==> src/rtl/systolic_pkg.sv <==
// Shared sizing, latency and FSM encoding for the systolic array sequencer.
package systolic_pkg;

   localparam int N       = 4;
   localparam int DW      = 8;
   localparam int ARR_LAT = 8;
   // A tag set on accept must line up with the deskewed result of that vector.
   localparam int TAG_LEN = ARR_LAT + N - 1;

   typedef logic [2:0] state_t;

   localparam state_t ST_IDLE   = 3'd0;
   localparam state_t ST_WLOAD  = 3'd1;
   localparam state_t ST_STREAM = 3'd2;
   localparam state_t ST_FLUSH  = 3'd3;
   localparam state_t ST_DONE   = 3'd4;

endpackage

==> src/rtl/systolic_seq_ctrl_skew_line.sv <==
// Fixed-depth shift register with a hold enable; used for the west-edge skew and result deskew.
module skew_line #(
   parameter int DEPTH = 1,
   parameter int DW    = 8
) (
   input  logic          clk,
   input  logic          rst,
   input  logic          en,
   input  logic [DW-1:0] d,
   output logic [DW-1:0] q
);

   generate
      if (DEPTH == 0) begin : g_wire
         logic unused_ok;
         assign unused_ok = ^{clk, rst, en};
         assign q = d;
      end else begin : g_pipe
         logic [DW-1:0] pipe_q [DEPTH];

         always_ff @(posedge clk or posedge rst) begin
            if (rst) begin
               for (int i = 0; i < DEPTH; i++) pipe_q[i] <= '0;
            end else if (en) begin
               pipe_q[0] <= d;
               for (int i = 1; i < DEPTH; i++) pipe_q[i] <= pipe_q[i-1];
            end
         end

         assign q = pipe_q[DEPTH-1];
      end
   endgenerate

endmodule

==> src/rtl/systolic_seq_ctrl.sv <==
// Job sequencer for the NxN weight-stationary array: weight preload, skewed activation
// streaming, result deskew with a matching valid tag, and a completion pulse.
module systolic_seq_ctrl
   import systolic_pkg::*;
(
   input  logic            clk,
   input  logic            rst,
   input  logic            start,
   input  logic [7:0]      num_vec,
   input  logic            pause_req,
   output logic            busy,
   output logic            done,
   input  logic            w_valid,
   output logic            w_ready,
   input  logic [N*DW-1:0] w_data,
   input  logic            a_valid,
   output logic            a_ready,
   input  logic [N*DW-1:0] a_data,
   output logic            arr_wen,
   output logic            arr_pause,
   output logic [N*DW-1:0] arr_north,
   output logic [N*DW-1:0] arr_west,
   input  logic [N*DW-1:0] arr_res,
   output logic            res_valid,
   output logic [N*DW-1:0] res_data
);

   localparam int CW = $clog2(N + 1);

   state_t          state_q, state_d;
   logic [CW-1:0]   wcnt_q, wcnt_d;
   logic [7:0]      vcnt_q, vcnt_d;
   logic [7:0]      num_vec_q, num_vec_d;
   logic [7:0]      inflight_q, inflight_d;
   logic            arr_wen_q, arr_pause_q;
   logic [N*DW-1:0] arr_north_q;
   logic [TAG_LEN-1:0] tag_q;
   logic [N*DW-1:0] res_deskew;
   logic            run, w_acc, a_acc;

   assign run     = ~pause_req;
   assign w_ready = (state_q == ST_WLOAD) && run;
   assign a_ready = (state_q == ST_STREAM) && run;
   assign w_acc   = w_valid & w_ready;
   assign a_acc   = a_valid & a_ready;

   assign busy      = (state_q == ST_WLOAD) || (state_q == ST_STREAM) || (state_q == ST_FLUSH);
   assign done      = (state_q == ST_DONE);
   assign res_valid = tag_q[TAG_LEN-1];
   assign res_data  = res_valid ? res_deskew : '0;
   assign arr_wen   = arr_wen_q;
   assign arr_pause = arr_pause_q;
   assign arr_north = arr_north_q;

   always_comb begin
      state_d    = state_q;
      wcnt_d     = wcnt_q;
      vcnt_d     = vcnt_q;
      num_vec_d  = num_vec_q;
      inflight_d = inflight_q;
      if (run) begin
         if (a_acc && !res_valid && inflight_q != 8'hFF)
            inflight_d = inflight_q + 8'd1;
         else if (!a_acc && res_valid && inflight_q != 8'd0)
            inflight_d = inflight_q - 8'd1;

         case (state_q)
            ST_IDLE: begin
               if (start) begin
                  num_vec_d = num_vec;
                  wcnt_d    = '0;
                  vcnt_d    = '0;
                  state_d   = ST_WLOAD;
               end
            end
            ST_WLOAD: begin
               if (w_acc) begin
                  wcnt_d = wcnt_q + 1'b1;
                  if (wcnt_q == CW'(N - 1))
                     state_d = (num_vec_q == 8'd0) ? ST_FLUSH : ST_STREAM;
               end
            end
            ST_STREAM: begin
               if (a_acc) begin
                  vcnt_d = vcnt_q + 8'd1;
                  if (vcnt_q + 8'd1 == num_vec_q) state_d = ST_FLUSH;
               end
            end
            ST_FLUSH: begin
               // Leave as soon as the final tagged result is being emitted.
               if (inflight_d == 8'd0) state_d = ST_DONE;
            end
            ST_DONE:  state_d = ST_IDLE;
            default:  state_d = ST_IDLE;
         endcase
      end
   end

   always_ff @(posedge clk or posedge rst) begin
      if (rst) begin
         state_q     <= ST_IDLE;
         wcnt_q      <= '0;
         vcnt_q      <= '0;
         num_vec_q   <= '0;
         inflight_q  <= '0;
         arr_wen_q   <= 1'b0;
         arr_pause_q <= 1'b0;
         arr_north_q <= '0;
         tag_q       <= '0;
      end else begin
         state_q     <= state_d;
         wcnt_q      <= wcnt_d;
         vcnt_q      <= vcnt_d;
         num_vec_q   <= num_vec_d;
         inflight_q  <= inflight_d;
         arr_wen_q   <= w_acc;
         arr_pause_q <= pause_req;
         arr_north_q <= w_acc ? w_data : '0;
         if (run) tag_q <= {tag_q[TAG_LEN-2:0], a_acc};
      end
   end

   // West lane i lags lane 0 by i cycles; result column c is held N-1-c cycles to realign.
   generate
      for (genvar gi = 0; gi < N; gi++) begin : g_lane
         skew_line #(.DEPTH(gi), .DW(DW)) u_west (
            .clk (clk),
            .rst (rst),
            .en  (run),
            .d   (a_acc ? a_data[gi*DW +: DW] : {DW{1'b0}}),
            .q   (arr_west[gi*DW +: DW])
         );
         skew_line #(.DEPTH(N - 1 - gi), .DW(DW)) u_deskew (
            .clk (clk),
            .rst (rst),
            .en  (run),
            .d   (arr_res[gi*DW +: DW]),
            .q   (res_deskew[gi*DW +: DW])
         );
      end
   endgenerate

endmodule

==> config.mk <==
export PLATFORM = sky130hd
export DESIGN_NAME = systolic_seq_ctrl
export DESIGN_NICKNAME = d
export VERILOG_FILES = /design/src/rtl/systolic_pkg.sv /design/src/rtl/systolic_seq_ctrl_skew_line.sv /design/src/rtl/systolic_seq_ctrl.sv
export SDC_FILE = /design/constraint.sdc
export NUM_CORES = 1
export LEC_CHECK = 0
export CORE_UTILIZATION = 43
export DETAILED_ROUTE_END_ITERATION = 10
export PLACE_DENSITY = 0.78
export SLEW_MARGIN = 10
export SYNTH_ARGS = -nofsm -noshare
export SYNTH_HDL_FRONTEND = slang
export SYNTH_SLANG_ARGS = --single-unit
==> constraint.sdc <==
create_clock -name clk -period 5.05 [get_ports clk]
set_input_delay 0.505 -clock clk [delete_from_list [all_inputs] [get_ports clk]]
set_output_delay 0.505 -clock clk [all_outputs]
set_load 0.01 [all_outputs]
# [Yosys cells after proc, flatten, opt, wreduce, memory -nomap -nowiden]
# Index checks and enable logic that the tools add are counted.
[op_classes] mul=0 n_eq_ne=13 order_cmp=0 div=0 reduce_logical=20 addsub=4 n_shift=0 mux=23 bitwise=3
[op_table] operator="$mux W8" count=9
[op_table] operator="$mux W32" count=2
[op_table] operator="$mux W3" count=8
[op_table] operator="$add A8 B1 Y8 const B" count=2
[op_table] operator="$logic_not A8 Y1" count=2
[op_table] operator="$pmux W8 S2" count=1
[op_table] operator="$pmux W3 S4" count=1
[op_table] operator="$eq A3 B2 Y1 const B" count=3
[op_table] operator="$eq A8 B8 Y1" count=1
[op_table] operator="$ne A8 B8 Y1 const B" count=1
[op_table] operator="$reduce_and A4 Y1" count=2
[op_table] operator="$reduce_bool A8 Y1" count=1
[op_table] operator="$sub A8 B1 Y8 const B" count=1
[op_table] operator="$reduce_and A7 Y1" count=1
[op_table] operator="$logic_and A1 B1 Y1" count=6
[op_table] operator="$ne A2 B1 Y1 const B" count=3
[op_table] operator="$ne A2 B2 Y1 const B" count=3
[op_table] operator="$pmux W3 S2" count=1
[op_table] operator="$reduce_bool A2 Y1" count=2
[op_table] operator="$add A3 B1 Y3 const B" count=1
[op_table] operator="$eq A3 B1 Y1 const B" count=1
[op_table] operator="$eq A3 B3 Y1 const B" count=1
[op_table] operator="$logic_not A3 Y1" count=1
[op_table] operator="$reduce_and A3 Y1" count=1
[op_table] operator="5 further kinds" count=8
[word_totals] latchBits=0 word_cells=84 romBits=0 inputBits=110 mem_bits_rw=0 register_bits=171 n_memories=0

# [Depth between registers and ports, before layout]
[depth] ltp_word=12 ltp_mapped=10 mapped_depth_nobuf=8

# [Hierarchy]
# Synthesis repeated with hierarchy kept, for this count alone.
[unflattened] hier_cells=659 area_unflattened_um2=8339.2
[modules_own_cells] module="systolic_seq_ctrl" instances=1 seq_area_each_um2=1876.8 cells_per_inst=401 area_per_inst_um2=4000.1
[modules_own_cells] module="skew_line at g_lane[0].u_deskew ..." instances=2 seq_area_each_um2=600.6 cells_per_inst=60 area_per_inst_um2=1061.0
[modules_own_cells] module="skew_line at g_lane[1].u_deskew ..." instances=2 seq_area_each_um2=400.4 cells_per_inst=43 area_per_inst_um2=713.2
[modules_own_cells] module="skew_line at g_lane[1].u_west ..." instances=2 seq_area_each_um2=200.2 cells_per_inst=18 area_per_inst_um2=335.3
[modules_own_cells] module="skew_line at g_lane[0].u_west ..." instances=2 seq_area_each_um2=0.0 cells_per_inst=8 area_per_inst_um2=60.1

# [Least setup slack after synthesis]
# No wires, ideal clock.
[synth_path] path_type="in2reg" from="input pause_req" to="register state_q[0]" setup_slack_ns=2.605 arrival_ns=2.319 cell_stages=9 n_path_buf=2 cell_sequence="or4b_4 buf_6 clkinv_4 clkbuf_1 nand4_1 o21ai_0 xnor2_1 o211ai_1 o311a_1"
[synth_via] elab_chain_cells=12 elab_cells_between_ends=18 classes_between="3 x eq/ne; 3 x mux; 3 x bitwise; 9 x reduce/logical"
[synth_lines] element="from (decl)" line_no="systolic_seq_ctrl.sv:10" source="input logic pause_req,"
[synth_lines] element="$not A1 Y1 (no line) (*)"
[synth_lines] element="$logic_and A1 B1 Y1 (*)" line_no="systolic_seq_ctrl.sv:43" source="assign a_ready = (state_q == ST_STREAM) && run;"
[synth_lines] element="net a_ready" line_no="systolic_seq_ctrl.sv:17" source="output logic a_ready,"
[synth_lines] element="$and A1 B1 Y1 (*)" line_no="systolic_seq_ctrl.sv:45" source="assign a_acc = a_valid & a_ready;"
[synth_lines] element="$logic_not A1 Y1" line_no="systolic_seq_ctrl.sv:64" source="else if (!a_acc && res_valid && inflight_q != 8'd0)"
[synth_lines] element="$logic_and A1 B1 Y1 (2 in a row)" line_no="systolic_seq_ctrl.sv:64"
[synth_lines] element="$mux W8" line_no="systolic_seq_ctrl.sv:64"
[synth_lines] element="$mux W8" line_no="systolic_seq_ctrl.sv:62" source="if (a_acc && !res_valid && inflight_q != 8'hFF)"
[synth_lines] element="$mux W8" line_no="systolic_seq_ctrl.sv:61" source="if (run) begin"
[synth_lines] element="$logic_not A8 Y1" line_no="systolic_seq_ctrl.sv:91" source="if (inflight_d == 8'd0) state_d = ST_DONE;"
[synth_lines] element="$ne A2 B1 Y1 (no line)"
[synth_lines] element="$reduce_and A7 Y1 (no line) (*)"
[synth_lines] element="to (signal assigned)" line_no="systolic_seq_ctrl.sv:111" source="state_q <= state_d;"
[synth_lines] element="to (decl)" line_no="systolic_seq_ctrl.sv:30" source="state_t state_q, state_d;"
# The timed path passes the listed nets; every way through them passes the cells marked *. The select of a mux whose other input is x is not followed.
# A chain may end at the register's enable or synchronous reset.

# [Worst setup path after layout]
[layout_path] from="register state_q[1]" to="output arr_west[7]"
[layout_via] elab_chain_cells=4
[layout_lines] element="$eq A3 B2 Y1" line_no="systolic_seq_ctrl.sv:43"
[layout_lines] element="$logic_and A1 B1 Y1" line_no="systolic_seq_ctrl.sv:43"
[layout_lines] element="$and A1 B1 Y1" line_no="systolic_seq_ctrl.sv:45"
[layout_lines] element="$mux W8" line_no="systolic_seq_ctrl.sv:130" source=".d (a_acc ? a_data[gi*DW +: DW] : {DW{1'b0}}),"
[layout_lines] element="to (decl)" line_no="systolic_seq_ctrl.sv:22" source="output logic [N*DW-1:0] arr_west,"
# Every way passes these cells.

==> results.py <==
metrics = {
    "yosys": {
        "synthCells": 609,
        "yosys_warnings": 0,
        "syn_avg_cell_area_um2": 12.3,
        "async_flop_share_pct": 100,
        "synth-xor-area-share_pct": 1.64,
        "synth_edf_count": 0,
        "seq_area_frac_synth_pct": 57.3,
        "synth_compound_area_share_pct": 8.61,
        "synthMuxAreaShare_pct": 13.7,
        "syn_nets": 725,
        "synth.distinct_cells": 60,
        "ys_ff_latch": 171,
        "synth_fa_ha_area_share_pct": 1.00,
        "yosys.area_share.simple_pct": 13.5,
        "synth_area_um2": 7470,
        "synth_top_family_by_area": "multiplexers",
        "yosys_most_used_dff": "dfrtp_1",
    },
    "floorplan": {
        "fp.dieArea_um2": 17900,
        "coreArea_um2": 16800,
        "rows": 47,
        "die_h_um": 134,
        "initial_core_util_pct": 44.6,
        "die_w_um": 134,
        "io_pins": 213,
    },
    "worst_setup_path": {
        "crit_buf_inv": 2,
        "cp_max_fo": 13,
        "crit_chain": "or4b_4 -> clkinv_4 -> and3_1 -> clkdlybuf4s50_1",
        "slowest_stage": "dfrtp_1",
        "start_kind": "register",
        "worst-setup-path-type": "reg2out",
        "required_ns": 4.55,
        "crit_arrival_ns": 2.42,
        "max_stage_delay_ns": 0.58,
        "critPathTopFamily": "simple AND/OR/NAND/NOR gates",
        "cp-end-kind": "output port",
    },
    "timing": {
        "setup_tns_ns": 0,
        "fmaxAchievable_ghz": 0.342,
        "whs_ns": 0.497,
        "setup_viol": 0,
        "fin_crit_sh_pct": 57.9,
        "rsz0062_at_grt": "no",
        "hold_viol_final": 0,
        "worst_slew_pin_slew_ns": 1.07,
        "fin_skew_ns": 0.00628,
        "slew-limit-headroom_pct": 28.4,
        "finalCriticalPeriod_ns": 2.92,
        "slew_viol_final": 0,
    },
    "clock_network": {
        "cts_hold_buf": 0,
        "cts.repair.resized": 0,
        "htreeDepth": 4,
        "clock_sinks": 171,
        "clock_latency_ns": 0.42,
        "path_clk_slew_ns": 0.06,
        "cts_root_buffer": "clkbuf_16",
        "post_cts_buffers": 0,
        "clockBufferDepth": 2,
        "cts_buffers": 17,
        "cts_tree": "built",
    },
    "global_routing": {
        "grt_pass1_vias": 5424,
        "grt_max_degree": 85,
        "grt_pass1_wl_um": 27300,
        "grt_overflow": 0,
        "antenna_found_initial": 0,
        "track_usage_pct": 19.4,
    },
    "finish": {
        "num_antenna_cells": 0,
        "syn_to_final_growth_pct": 36.9,
        "drive_above_1_share_pct": 17.4,
        "finish.instance_area_um2": 10200,
        "nNetsFinal": 908,
    },
    "route": {
        "via_count": 5280,
        "met1Wirelength_um": 7330,
        "first_pass_iters": 4,
        "detail-route-antenna-nets": 0,
        "wl_met2_um": 8040,
        "wire_per_inst_um": 16.2,
        "wirelength_um": 16600,
        "wl_met3_um": 1010,
        "drt_iter0_drc": 191,
        "dr.max_layer_used": "met4",
        "vias_per_cell": 5.15,
        "drc_errors": 0,
    },
    "job": {
        "maxCapViolCount": 0,
    },
    "hold_path": {
        "hold_path_class": "reg2reg",
    },
    "pwr": {
        "p_seq_share_pct": 43.1,
        "power_frac_comb_pct": 27.3,
        "powerDensity_nw_per_um2": 427,
        "p_leak_nw": 4.53,
        "p_total_w": 0.00437,
        "swShare_pct": 30.0,
        "intPower_w": 0.00306,
        "ir_worst_vdd_v": 0.000259,
        "pwr-share-clk_pct": 29.6,
        "p_sw_w": 0.00131,
    },
    "placement": {
        "globalplace.congestion": 0.784,
        "post-dp-hpwl_um": 11900,
        "place_area_um2": 9640,
        "numPortBuffers": 212,
    },
    "status": {
        "status": "finished clean",
    },
}
[path summary, 6_finish.rpt]
kind                                                          start  cells after the start                             endpoint  slack [ns]
min in group asynchronous                                       rst                      2    g_lane[3].u_west.q[4]$_DFFE_PP0N_        0.56
worst min register to register  g_lane[2].u_deskew.q[7]$_DFFE_PP0N_                      1  g_lane[2].u_deskew.q[7]$_DFFE_PP0N_        0.50
worst max register to register                tag_q[10]$_DFFE_PP0N_                      5               state_q[0]$_DFFE_PP0P_        2.30
worst min-delay path            g_lane[2].u_deskew.q[7]$_DFFE_PP0N_                      1  g_lane[2].u_deskew.q[7]$_DFFE_PP0N_        0.50
max in group asynchronous                                       rst                      3  g_lane[2].u_deskew.q[4]$_DFFE_PP0N_        3.33
worst max-delay path                         state_q[1]$_DFFE_PP0P_                      4                          arr_west[7]        2.13
[cells in the mapped netlist, types with 2 or more instances]
master / number / area (µm²)
nand3_1: 15 / 75.1
nor2_1: 18 / 67.6
buf_4: 16 / 120
xor2_1: 5 / 43.8
a21oi_1: 7 / 35.0
o311a_1: 2 / 20.0
nor4_1: 6 / 37.5
clkbuf_1: 35 / 131
or4b_4: 2 / 27.5
and3_1: 44 / 275
nor3b_1: 3 / 22.5
inv_1: 9 / 33.8
a22o_1: 24 / 210
and4_1: 2 / 17.5
o21a_1: 4 / 30.0
nor2b_1: 6 / 37.5
xnor2_1: 9 / 78.8
and2_1: 35 / 219
dfrtp_1: 171 / 4280
a31oi_1: 2 / 12.5
nand4_1: 2 / 12.5
o21ai_0: 16 / 80.1
o31ai_1: 6 / 45.0
o211ai_1: 2 / 15.0
nor3_1: 5 / 25.0
nand2_1: 32 / 120
nand2b_1: 2 / 12.5
buf_6: 2 / 22.5
ha_1: 6 / 75.1
mux2_2: 91 / 1020
[placed cells by master, fill, tap and decap left out, types with 4 or more instances in the layout]
cell type	synthesis	final
clkdlybuf4s50_1	0	211
xor2_1	5	5
o21ai_0	16	16
nor4_1	6	6
ha_1	6	6
nor2_1	18	17
o21a_1	4	4
nand3_1	15	15
mux2_2	91	91
inv_1	9	8
nor3_1	5	5
and3_1	44	44
buf_4	16	7
dfrtp_1	171	171
clkbuf_16	0	17
o31ai_1	6	6
and2_1	35	35
xnor2_1	9	9
nand2_1	32	32
a21oi_1	7	7
inv_6	0	4
nor2b_1	6	6
a22o_1	24	24
[sequential cells by signal, indices dropped and copies added (netlist names)]
| register | count |
|---|---|
| arr_north | 32 |
| g_lane.u_deskew.g_pipe.pipe_q | 24 |
| g_lane.u_deskew.q | 24 |
| g_lane.u_west.q | 24 |
| g_lane.u_west.g_pipe.pipe_q | 24 |
| tag_q | 11 |
| inflight_q | 8 |
| num_vec_q | 8 |
| vcnt_q | 8 |
| state_q | 3 |
| wcnt_q | 3 |
| arr_pause | 1 |
| arr_wen | 1 |
[worst reg2reg max path, delay by kind of cell, from the launching register on]
kind	cells	cell delay (ns)
AOI/OAI and AO/OA	4	1.41
xor gates and xnor gates	1	0.17
DFF	1	1.05
[area by class of cell]
class                      count  area, µm²
fill                        1308       6530
inverter                      10       46.3
multi-input combinational    374       2880
clock inverter                13        160
sequential                   171       4280
tap                          220        275
timing repair buffer         218       2160
clock buffer                  19        433
[power by group through the flow]
stage                     logic (W)  clock network, W  registers, W
after global routing        0.00131           0.00139       0.00193
after global placement      0.00118                 0       0.00189
final                       0.00119           0.00129       0.00189
after floorplan            0.000833                 0       0.00178
after detailed placement    0.00120                 0       0.00191
after CTS                   0.00120           0.00133       0.00189
[cell families after synthesis]
family	after synthesis
multiplexers	91
buffers and inverters	64
AO/OA/AOI/OAI	84
AND/OR/NAND/NOR	179
XOR/XNOR	14
adder cells (fa/ha/maj)	6
flip-flops	171
[per-layer routing]
layer  global-route usage, %  vias to the layer above
met1                    25.1                     2587
li1                        -                     2518
met5                       0                        -
met2                    31.5                      154
met3                    5.18                       21
met4                    6.31                        0
[metrics by stage]
stage | worst slack (ns) | cells | util (%)
after floorplan | 2.36 | 609 | -
after detailed placement | 2.09 | 993 | 57.5
final | 2.13 | 1025 | 61.1
after CTS | 2.12 | 1025 | 61.1
after global routing | 2.04 | 1025 | 61.1
after global placement | 2.19 | 993 | 57.5
(Power assumes the default switching activity.)
